### config.mk
export PLATFORM = sky130hd
export DESIGN_NAME = pipe_stage_reg
export DESIGN_NICKNAME = d
export VERILOG_FILES = /design/src/rtl/pipe_stage_reg.sv
export SDC_FILE = /design/constraint.sdc
export NUM_CORES = 1
export LEC_CHECK = 0
export BUFFER_PORTS_ARGS = -buffer_cell sky130_fd_sc_hd__clkbuf_2
export CORE_ASPECT_RATIO = 0.6
export CORE_MARGIN = 10
export CORE_UTILIZATION = 45
export CTS_CLUSTER_SIZE = 16
export DETAILED_ROUTE_END_ITERATION = 16
export MAX_ROUTING_LAYER = met4
export PLACE_DENSITY_LB_ADDON = 0.12
export SLEW_MARGIN = 20
export SYNTH_ARGS = -nofsm -noshare
export SYNTH_HDL_FRONTEND = slang
export SYNTH_SLANG_ARGS = --single-unit
export TNS_END_PERCENT = 20
### constraint.sdc
create_clock -name clk -period 2.55 [get_ports clk]
set_input_delay 0.51 -clock clk [delete_from_list [all_inputs] [get_ports clk]]
set_output_delay 0.51 -clock clk [all_outputs]
set_load 0.03 [all_outputs]
### src/rtl/pipe_stage_reg.sv
// Generic pipeline-stage register with a valid/ready handshake, an optional
// two-entry skid buffer, synchronous flush and a saturating stall counter.
module pipe_stage_reg #(
  parameter int unsigned WIDTH = 97,
  parameter int unsigned SKID  = 1,
  parameter int unsigned CNT_W = 16
) (
  input  logic             clk,
  input  logic             reset,
  input  logic             flush,
  input  logic             in_valid,
  output logic             in_ready,
  input  logic [WIDTH-1:0] in_data,
  output logic             out_valid,
  input  logic             out_ready,
  output logic [WIDTH-1:0] out_data,
  output logic [1:0]       occupancy,
  output logic [CNT_W-1:0] stall_cnt
);

  typedef enum logic [1:0] {
    EMPTY = 2'd0,
    ONE   = 2'd1,
    FULL  = 2'd2
  } state_t;

  assign out_valid = (occupancy != 2'd0);

  if (SKID != 0) begin : g_skid
    state_t           state_q, state_d;
    logic [WIDTH-1:0] main_q, main_d;
    logic [WIDTH-1:0] skid_q, skid_d;
    logic             ready_q;
    logic             accept;
    logic             rel;

    assign accept    = in_valid & ready_q;
    assign rel       = out_valid & out_ready;
    assign in_ready  = ready_q;
    assign out_data  = main_q;
    assign occupancy = state_q;

    always_comb begin
      state_d = state_q;
      main_d  = main_q;
      skid_d  = skid_q;
      if (flush) begin
        state_d = EMPTY;
        main_d  = '0;
        skid_d  = '0;
      end else begin
        case (state_q)
          EMPTY: begin
            if (accept) begin
              state_d = ONE;
              main_d  = in_data;
            end
          end
          ONE: begin
            if (accept && rel) begin
              main_d = in_data;
            end else if (accept) begin
              state_d = FULL;
              skid_d  = in_data;
            end else if (rel) begin
              state_d = EMPTY;
            end
          end
          FULL: begin
            if (rel) begin
              state_d = ONE;
              main_d  = skid_q;
            end
          end
          default: state_d = EMPTY;
        endcase
      end
    end

    // in_ready is registered from the next state so it never depends on out_ready
    always_ff @(posedge clk or negedge reset) begin
      if (!reset) begin
        state_q <= EMPTY;
        main_q  <= '0;
        skid_q  <= '0;
        ready_q <= 1'b1;
      end else begin
        state_q <= state_d;
        main_q  <= main_d;
        skid_q  <= skid_d;
        ready_q <= (state_d != FULL);
      end
    end
  end else begin : g_noskid
    logic             valid_q;
    logic [WIDTH-1:0] main_q;
    logic             accept;

    assign in_ready  = ~valid_q | out_ready;
    assign accept    = in_valid & in_ready;
    assign out_data  = main_q;
    assign occupancy = {1'b0, valid_q};

    always_ff @(posedge clk or negedge reset) begin
      if (!reset) begin
        valid_q <= 1'b0;
        main_q  <= '0;
      end else if (flush) begin
        valid_q <= 1'b0;
        main_q  <= '0;
      end else if (accept) begin
        valid_q <= 1'b1;
        main_q  <= in_data;
      end else if (out_ready) begin
        valid_q <= 1'b0;
      end
    end
  end

  // Counts back-pressured cycles even while flushing; only reset clears it
  always_ff @(posedge clk or negedge reset) begin
    if (!reset) begin
      stall_cnt <= '0;
    end else if (out_valid && !out_ready && (stall_cnt != '1)) begin
      stall_cnt <= stall_cnt + CNT_W'(1);
    end
  end

endmodule

## Word level (Yosys, flattened, before mapping)

Index checks and enable logic that the tools add are counted.

| storage, ports and cells | value |
|---|---|
| flip-flop bits (word level) | 213 |
| word-level logic and storage cells | 42 |
| output and inout port bits | 117 |
| bits of input ports | 102 |

| operators by class | value |
|---|---|
| add/subtract/negate cells | 1 |
| bitwise logic cells | 2 |
| reduce and logical (&&, ||, !) cells | 11 |
| muxes and demuxes | 15 |
| equal/unequal tests | 8 |

Operators with widths:

| kind | count |
|---|---|
| $mux 97 | 7 |
| $pmux 97 s3 | 1 |
| $add 16x1->16 const B | 1 |
| $ne 16x16->1 const B | 1 |
| $mux 2 | 6 |
| $ne 3x3->1 const B | 3 |
| $pmux 2 s3 | 1 |
| $reduce_bool 2->1 | 3 |
| $ne 2x2->1 const B | 2 |
| $reduce_and 4->1 | 1 |
| $reduce_bool 4->1 | 1 |
| $logic_and 1x1->1 | 3 |
| $reduce_and 3->1 | 1 |
| $and 1x1->1 | 2 |
| $eq 2x1->1 const B | 1 |
| $eq 2x2->1 const B | 1 |
| $logic_not 2->1 | 1 |
| $logic_not 1->1 | 1 |

## Depth between registers and ports, before layout

Gate-level depths: netlist of the first run.

| depth | value |
|---|---|
| depth after elaboration | 8 |
| gate-level depth with buffers | 10 |
| depth with buffers taken out | 6 |

## Worst setup path before layout of the first run

OpenSTA, ideal clock, no wires.

| timing path | value |
|---|---|
| kind | register to register |
| from | reg g_skid.state_q[0] (netlist: occupancy[0]) |
| to | reg g_skid.main_q[10] (netlist: out_data[10]) |
| arrival time | 2,090 ps |
| cell stages (with the launch flop) | 10 |
| slack | 315 ps |
| path buffers | 3 |
| data required time | 2,405 ps |
| library setup time | 145 ps |
| clock period less this slack | 2,235 ps |
| cell sequence | dfrtp_1 > inv_1 > ha_1 > inv_2 > o32ai_4 > a21o_1 > buf_2 > buf_6 > buf_4 > a211oi_2 |

| between the ends | value |
|---|---|
| cells in the longest elaborated chain, start to end | 5 |
| elaborated cells between the ends (all ways) | 13 |
| classes of those cells | eq/ne: 5; mux: 2; bitwise: 1; reduce/logical: 5 |

RTL lines:

| element | RTL line | source |
|---|---|---|
| start: declaration | 30 | `state_t state_q, state_d;` |
| start signal: assignment | 88 | `state_q <= state_d;` |
| $reduce_bool 2->1 (*) | 27 | `assign out_valid = (occupancy != 2'd0);` |
| via out_valid | 14 | `output logic out_valid,` |
| $and 1x1->1 (*) | 38 | `assign rel = out_valid & out_ready;` |
| $logic_and 1x1->1 | 60 | `if (accept && rel) begin` |
| $ne 3x3->1 (no source line) | - |  |
| $reduce_and 4->1 (no source line) (*) | - |  |
| end signal: assignment | 89 | `main_q <= main_d;` |
| end: declaration | 31 | `logic [WIDTH-1:0] main_q, main_d;` |

Mark *: on every way through the listed nets, which the timed path passes. The rest lies on a longest branch.
A chain may end at the register's enable or synchronous reset.

## Worst setup path in the final report of the first run

| timing path | value |
|---|---|
| from | reg g_skid.state_q[1] (netlist: occupancy[1]) |
| to | reg g_skid.main_q[86] (netlist: out_data[86]) |

| between the ends | value |
|---|---|
| cells in the longest elaborated chain, start to end | 5 |
| elaborated cells between the ends (all ways) | 13 |
| classes of those cells | eq/ne: 5; mux: 2; bitwise: 1; reduce/logical: 5 |

RTL lines:

| element | RTL line |
|---|---|
| $reduce_bool 2->1 | 27 |
| $and 1x1->1 | 38 |
| $logic_and 1x1->1 | 60 |
| $ne 3x3->1 (no source line) | - |
| $reduce_and 4->1 (no source line) | - |

Several ways; a longest one is shown, not always the timed one.

==> flow_metrics.tcl, run 1 <==
set metrics [dict create \
    power.density_mw_per_mm2 797.6 \
    cp.required_ps 2940 \
    drive_above_1_share_pct 26.18 \
    syn-num-nets 1083 \
    synthArstFlopShare_pct 100.0 \
    drc 0 \
    ys_ff_latch 213 \
    clockBufferDepth 3 \
    synth_edf_count 0 \
    drv_cap 0 \
    synth_area_leaders "dfrtp_1 53%, a211oi_1 14%, mux2i_1 9.8%" \
    rows 42 \
    grt_first_pass_wirelength_um 47740 \
    syn_avg_cell_area_um2 10.29 \
    vias 8143 \
    synth_largest_area_cell "dfrtp_1" \
    leakagePower_nw 5.236 \
    rsz0062_at_grt "no" \
    cts_buffers 21 \
    synth.cell_area_mm2 0.01004 \
    worst-path-max-fanout 30 \
    place_area_mm2 0.01150 \
    ys.flop_type "dfrtp_1" \
    grt_max_degree 96 \
    setup_violations 0 \
    fp.dieW_um 212.8 \
    clk_pin_slew_ps 60 \
    dieArea_mm2 0.02888 \
    io_buffers 218 \
    die_y_um 135.7 \
    start_kind "flop" \
    peakVddDrop_mv 0.5638 \
    ant_nets 0 \
    grt_pass1_vias 8180 \
    stdcell_count 1454 \
    yosysMostFrequentCell "dfrtp_1" \
    synth_cells 976 \
    antenna_found_initial 3 \
    clk_latency_ps 490 \
    layout_min_cycle_time_ps 2323 \
    cts_tree "built" \
    period_share_pct 91.11 \
    drt-pass1-iter-count 4 \
    wl_um 29890 \
    post_cts_buffers 0 \
    globalplace.congestion 0.8017 \
    design_area_mm2 0.01219 \
    cp.arrival_ps 2710 \
    yosys.area.top_type_share_pct 52.83 \
    slew_viol_final 0 \
    synthToLayoutAreaGrowth_pct 21.38 \
    cpMostUsedCell "a211oi_1" \
    dp_hpwl_um 19680 \
    maxSlewHeadroom_pct 35.50 \
    yosys-top-cells-count "212 x dfrtp_1, 201 x nand2_1, 185 x a211oi_1" \
    fmax_ghz 0.4304 \
    place_inst 1414 \
    num_io_pins 219 \
    worstSetupPathType "flop to flop" \
    first_iter_violations 622 \
    cts_sinks 213 \
    finalHoldViolations 0 \
    wl_per_cell_um 20.56 \
    crit_chain "inv_1, ha_1, inv_2, o32ai_4, buf_4, a211oi_1, a211oi_1" \
    max_stage_delay_ps 440 \
    critical-path-slowest-cell "o32ai_4" \
    grt.overflow.total 0 \
    worstMarginPinSlew_ps 967.5 \
    tns_ps 0 \
    yosys_warnings 0 \
    start_util_pct 45.71 \
    cts_root_buf "clkbuf_16" \
    min_path_type "input port to flop" \
    final_nets 1259 \
    vias_per_cell 5.600 \
    outcome "finished, final reports clean" \
    core_area_mm2 0.02197 \
    clock-skew-final_ps 7.739 \
    yosysSeqAreaShare_pct 53.10 \
    ctsResizeCount 0 \
    htree_levels 1 \
    grt_usage_pct 20.96 \
    synth_cell_types 43 \
    worst_setup_path_end_kind "flop" \
]
-- final timing paths --
path	from	slack [ps]	cells after the start	endpoint
worst min-delay path	in_data[29]	240	3	g_skid.skid_q[29]
worst max-delay path	occupancy[1]	230	7	out_data[86]
worst max register to register	occupancy[1]	230	7	out_data[86]
worst min register to register	g_skid.skid_q[76]	520	2	g_skid.skid_q[76]
max in group asynchronous	reset	1340	3	out_data[61]
min in group asynchronous	reset	490	2	g_skid.skid_q[13]
-- metal layers --
| layer | part of all wire, % | up-vias | global-route usage (%) |
|---|---|---|---|
| li1 | - | 3876 | - |
| met4 | 1.5 | 0 | 3.474 |
| met1 | 49 | 4017 | 30.25 |
| met2 | 43 | 215 | 29.70 |
| met3 | 6.6 | 35 | 4.713 |
| met5 | 0 | - | - |
-- worst max-delay path, delay by kind of cell (launching register included) --
kind | cells | cell delay (ps)
buffers and inverters | 3 | 650
adders and majority gates | 1 | 290
AOI/OAI and AO/OA | 3 | 840
DFF | 1 | 430
-- what timing repair did --
action	CTS	global route
hold buffers	1	0
setup endpoints to repair	0	0
hold endpoints to repair	31	0
-- metrics by stage --
stage	power, mW	utilization, %	hold slack, ps	worst slack (ps)
after global placement	6.681	52.34	414.2	381.9
after CTS	9.814	55.45	230.2	242.7
final	9.721	55.49	242.9	226.7
after detailed placement	6.710	52.34	411.2	242.9
after floorplan	5.753	-	214.4	314.5
after global routing	10.19	55.49	234.0	32.78
-- placed cells by master, fill, tap and decap left out, drive strengths merged, types with 7 or more instances in the layout --
cell,synthesis,final
dfrtp,212,212
buf,30,34
a211oi,195,195
mux2i,98,98
xor2,10,10
nand2,201,201
nand3,7,7
a21oi,97,97
clkbuf,68,249
-- sequential cells by signal (all words and copies together), names as in the netlist --
name / cells
g_skid.skid_q: 97
in_ready: 1
occupancy: 2
out_data: 97
stall_cnt: 16
-- kinds of logic after synthesis --
group / count (synthesis) / synth area share [%]
DFF: 213 / 53.10
and+or+nand+nor: 242 / 10.01
xor gates and xnor gates: 13 / 1.134
buffers and inverters: 102 / 4.374
adders and majority gates: 5 / 0.6231
muxes: 100 / 9.994
AOI/OAI and AO/OA: 301 / 20.77
-- where the power goes --
group | switching (mW) | internal, mW | leakage, nW | total, mW
registers | 0.286 | 3.76 | 2.86 | 4.04
clock network | 1.30 | 1.79 | 0.327 | 3.09
logic | 1.75 | 0.836 | 2.05 | 2.59
-- cell type report --
class,instances,area (um^2)
diodes,3,7.507
clock buffers,33,630.6
clock inverters,3,42.54
fillers,2012,9778
inverters,4,16.27
multi-input cells,661,4307
flip-flops and latches,213,5331
well taps,286,357.8
repair buffers,251,1495
(Power assumes the default switching activity.)
==> run 2, diff against run 1 <==
--- a/config.mk
+++ b/config.mk
@@ -6,9 +6,11 @@
 export NUM_CORES = 1
 export LEC_CHECK = 0
 export BUFFER_PORTS_ARGS = -buffer_cell sky130_fd_sc_hd__clkbuf_2
+export CELL_PAD_IN_SITES_DETAIL_PLACEMENT = 0
+export CELL_PAD_IN_SITES_GLOBAL_PLACEMENT = 2
 export CORE_ASPECT_RATIO = 0.6
 export CORE_MARGIN = 10
-export CORE_UTILIZATION = 45
+export CORE_UTILIZATION = 34
 export CTS_CLUSTER_SIZE = 16
 export DETAILED_ROUTE_END_ITERATION = 16
 export MAX_ROUTING_LAYER = met4
==> run 2 against run 1 <==
  * Sequential power about the same
  * Total power rose by 1.9%
  * First-iteration DRC count fell by 6.6%
  * Final cell count is 7.5% higher
  * Routed wire length increased by 11%
  * Die area up 28%
  * Via count decreased by 0.55%
  * Critical endpoint is now out_data[35]
  * Clock skew rose by 5.0 ps
  * Critical path type unchanged
  * Non-clock buffer count shrank 8
  * Register-to-register slack better by 40 ps
  * Maximum frequency rose by 1.8%
  * Sequential cell count is the same
==> flow_metrics.tcl, run 2 (same netlist as run 1, synthesis figures left out) <==
set metrics [dict create \
    layout_commonest_cell "clkbuf_2" \
    cts_buffers 23 \
    worstSetupPathType "flop to flop" \
    reg2reg_depth 7 \
    synthToLayoutAreaGrowth_pct 23.04 \
    grt_use_met1_pct 25.06 \
    cp.required_ps 2910 \
    worst_setup_path_end_kind "flop" \
    busiest_layer "met2" \
    setup_violations 0 \
    drt-pass1-iter-count 6 \
    clockBufferDepth 3 \
    htree_levels 1 \
    grtUsageMet3_pct 3.272 \
    fp.dieW_um 241.9 \
    multi_input_area_mm2 0.004307 \
    final_nets 1253 \
    ant_nets 0 \
    regArea_mm2 0.005331 \
    drv_cap 0 \
    most-common-layout-cells "216 x clkbuf_2, 212 x dfrtp_1, 201 x nand2_1, 185 x a211oi_1, 98 x mux2i_1" \
    wl_per_cell_um 21.15 \
    die_y_um 153.1 \
    finalHoldViolations 0 \
    rsz0062_at_grt "no" \
    n_fill_cell 2865 \
    timing.hold.ws_ps 214.1 \
    min_path_type "input port to flop" \
    clock-skew-final_ps 12.77 \
    ff2ff_setup_slack_ps 270 \
    grt_max_degree 81 \
    use_met2_pct 26.89 \
    io_buffers 218 \
    power.density_mw_per_mm2 801.5 \
    slew_viol_final 0 \
    grt_first_pass_wirelength_um 52440 \
    grt_usage_pct 17.92 \
    maxSlewHeadroom_pct 47.20 \
    cp.arrival_ps 2640 \
    globalplace.congestion 0.7515 \
    clk_latency_ps 520 \
    cp_num_cells 7 \
    endpoint "out_data[35]" \
    cts_sinks 213 \
    dieArea_mm2 0.03703 \
    first_iter_violations 581 \
    max_stage_delay_ps 420 \
    core_area_mm2 0.02895 \
    start_kind "flop" \
    tns_ps 0 \
    utilization_pct 42.68 \
    peakVddDrop_mv 0.5451 \
    cts_tree "built" \
    antenna_found_initial 1 \
    num_io_pins 219 \
    clk_pin_slew_ps 60 \
    ctsResizeCount 0 \
    crit_chain "inv_1, ha_1, nor2b_2, and3_4, a21o_4, buf_12, a211oi_1" \
    wl_um 33060 \
    dp_hpwl_um 20760 \
    cts_root_buf "clkbuf_16" \
    grt.overflow.total 0 \
    worstSetupStartpoint "occupancy[1]" \
    layout_min_cycle_time_ps 2283 \
    start_util_pct 34.69 \
    rr_endpoint "out_data[35]" \
    vias_per_cell 5.181 \
    drc 0 \
    leakagePower_nw 5.235 \
    r2r-start "occupancy[1]" \
    vias 8098 \
    outcome "finished, final reports clean" \
    drive_above_1_share_pct 25.73 \
    worstMarginPinSlew_ps 792.0 \
    cp_top_family "simple AND/OR/NAND/NOR gates" \
    rows 48 \
    fmax_ghz 0.4381 \
    grt_pass1_vias 8417 \
    crit_buf_inv 2 \
    period_share_pct 89.52 \
    critical-path-slowest-cell "dfrtp_1" \
    worst-path-max-fanout 53 \
]
## run 2: changes by cell type in the layout (fill, tap and decap cells not counted), sizes merged
cell    before  now
clkbuf     249  250
diode        3    1
buf         34   26
clkinv       2    6
## run 2: power by group
part	switching [mW]	total, mW	internal, mW
sequential	0.295	4.05	3.76
clock	1.40	3.23	1.83
combinational	1.78	2.62	0.838
## run 2: area by class of cell
| cell class | count | share of cell area, % |
|---|---|---|
| diodes | 1 | 0.02026 |
| clock inverters | 7 | 0.5064 |
| flip-flops and latches | 213 | 43.15 |
| well taps | 400 | 4.051 |
| inverters | 4 | 0.1317 |
| multi-input cells | 661 | 34.86 |
| repair buffers | 243 | 12.12 |
| clock buffers | 34 | 5.155 |
## run 2: tightest hold or removal path: cells and delay by family
| kind | cells | cell delay, ps |
|---|---|---|
| and+or+nand+nor | 1 | 50 |
| AOI/OAI and AO/OA | 1 | 50 |
| buffers and inverters | 1 | 90 |
## run 2: worst min path at each step
stage                           start           endpoint  slack [ps]  cells past startpoint
after floorplan                 reset   g_skid.skid_q[0]         210                      0
after CTS                 in_data[23]  g_skid.skid_q[23]         200                      3
final                     in_data[23]  g_skid.skid_q[23]         210                      3
after global placement          reset  g_skid.skid_q[26]         500                      1
after global routing      in_data[55]  g_skid.skid_q[55]         210                      3
after detailed placement        reset       out_data[26]         490                      1
## run 2: metrics by stage
step	cells	total power, mW	setup WS (ps)	instance area (um^2)
floorplan	976	5.753	314.5	10040
global placement	1520	6.755	362.7	11640
detailed placement	1520	6.768	293.4	11640
CTS	1562	10.05	288.3	12350
global route	1563	10.42	74.44	12350
finish	1563	9.901	267.3	12350
## run 2: routing by layer
layer | vias up | wire [um]
met2 | 155 | 15070
met1 | 4010 | 16260
met3 | 42 | 1211
met4 | 0 | 520
met5 | - | 0
li1 | 3891 | -
## run 2: what timing repair did
| action | in CTS | in global routing |
|---|---|---|
| hold buffers | 1 | 0 |
| endpoints found under the hold margin | 52 | 0 |
| buffers inserted | 0 | 0 |
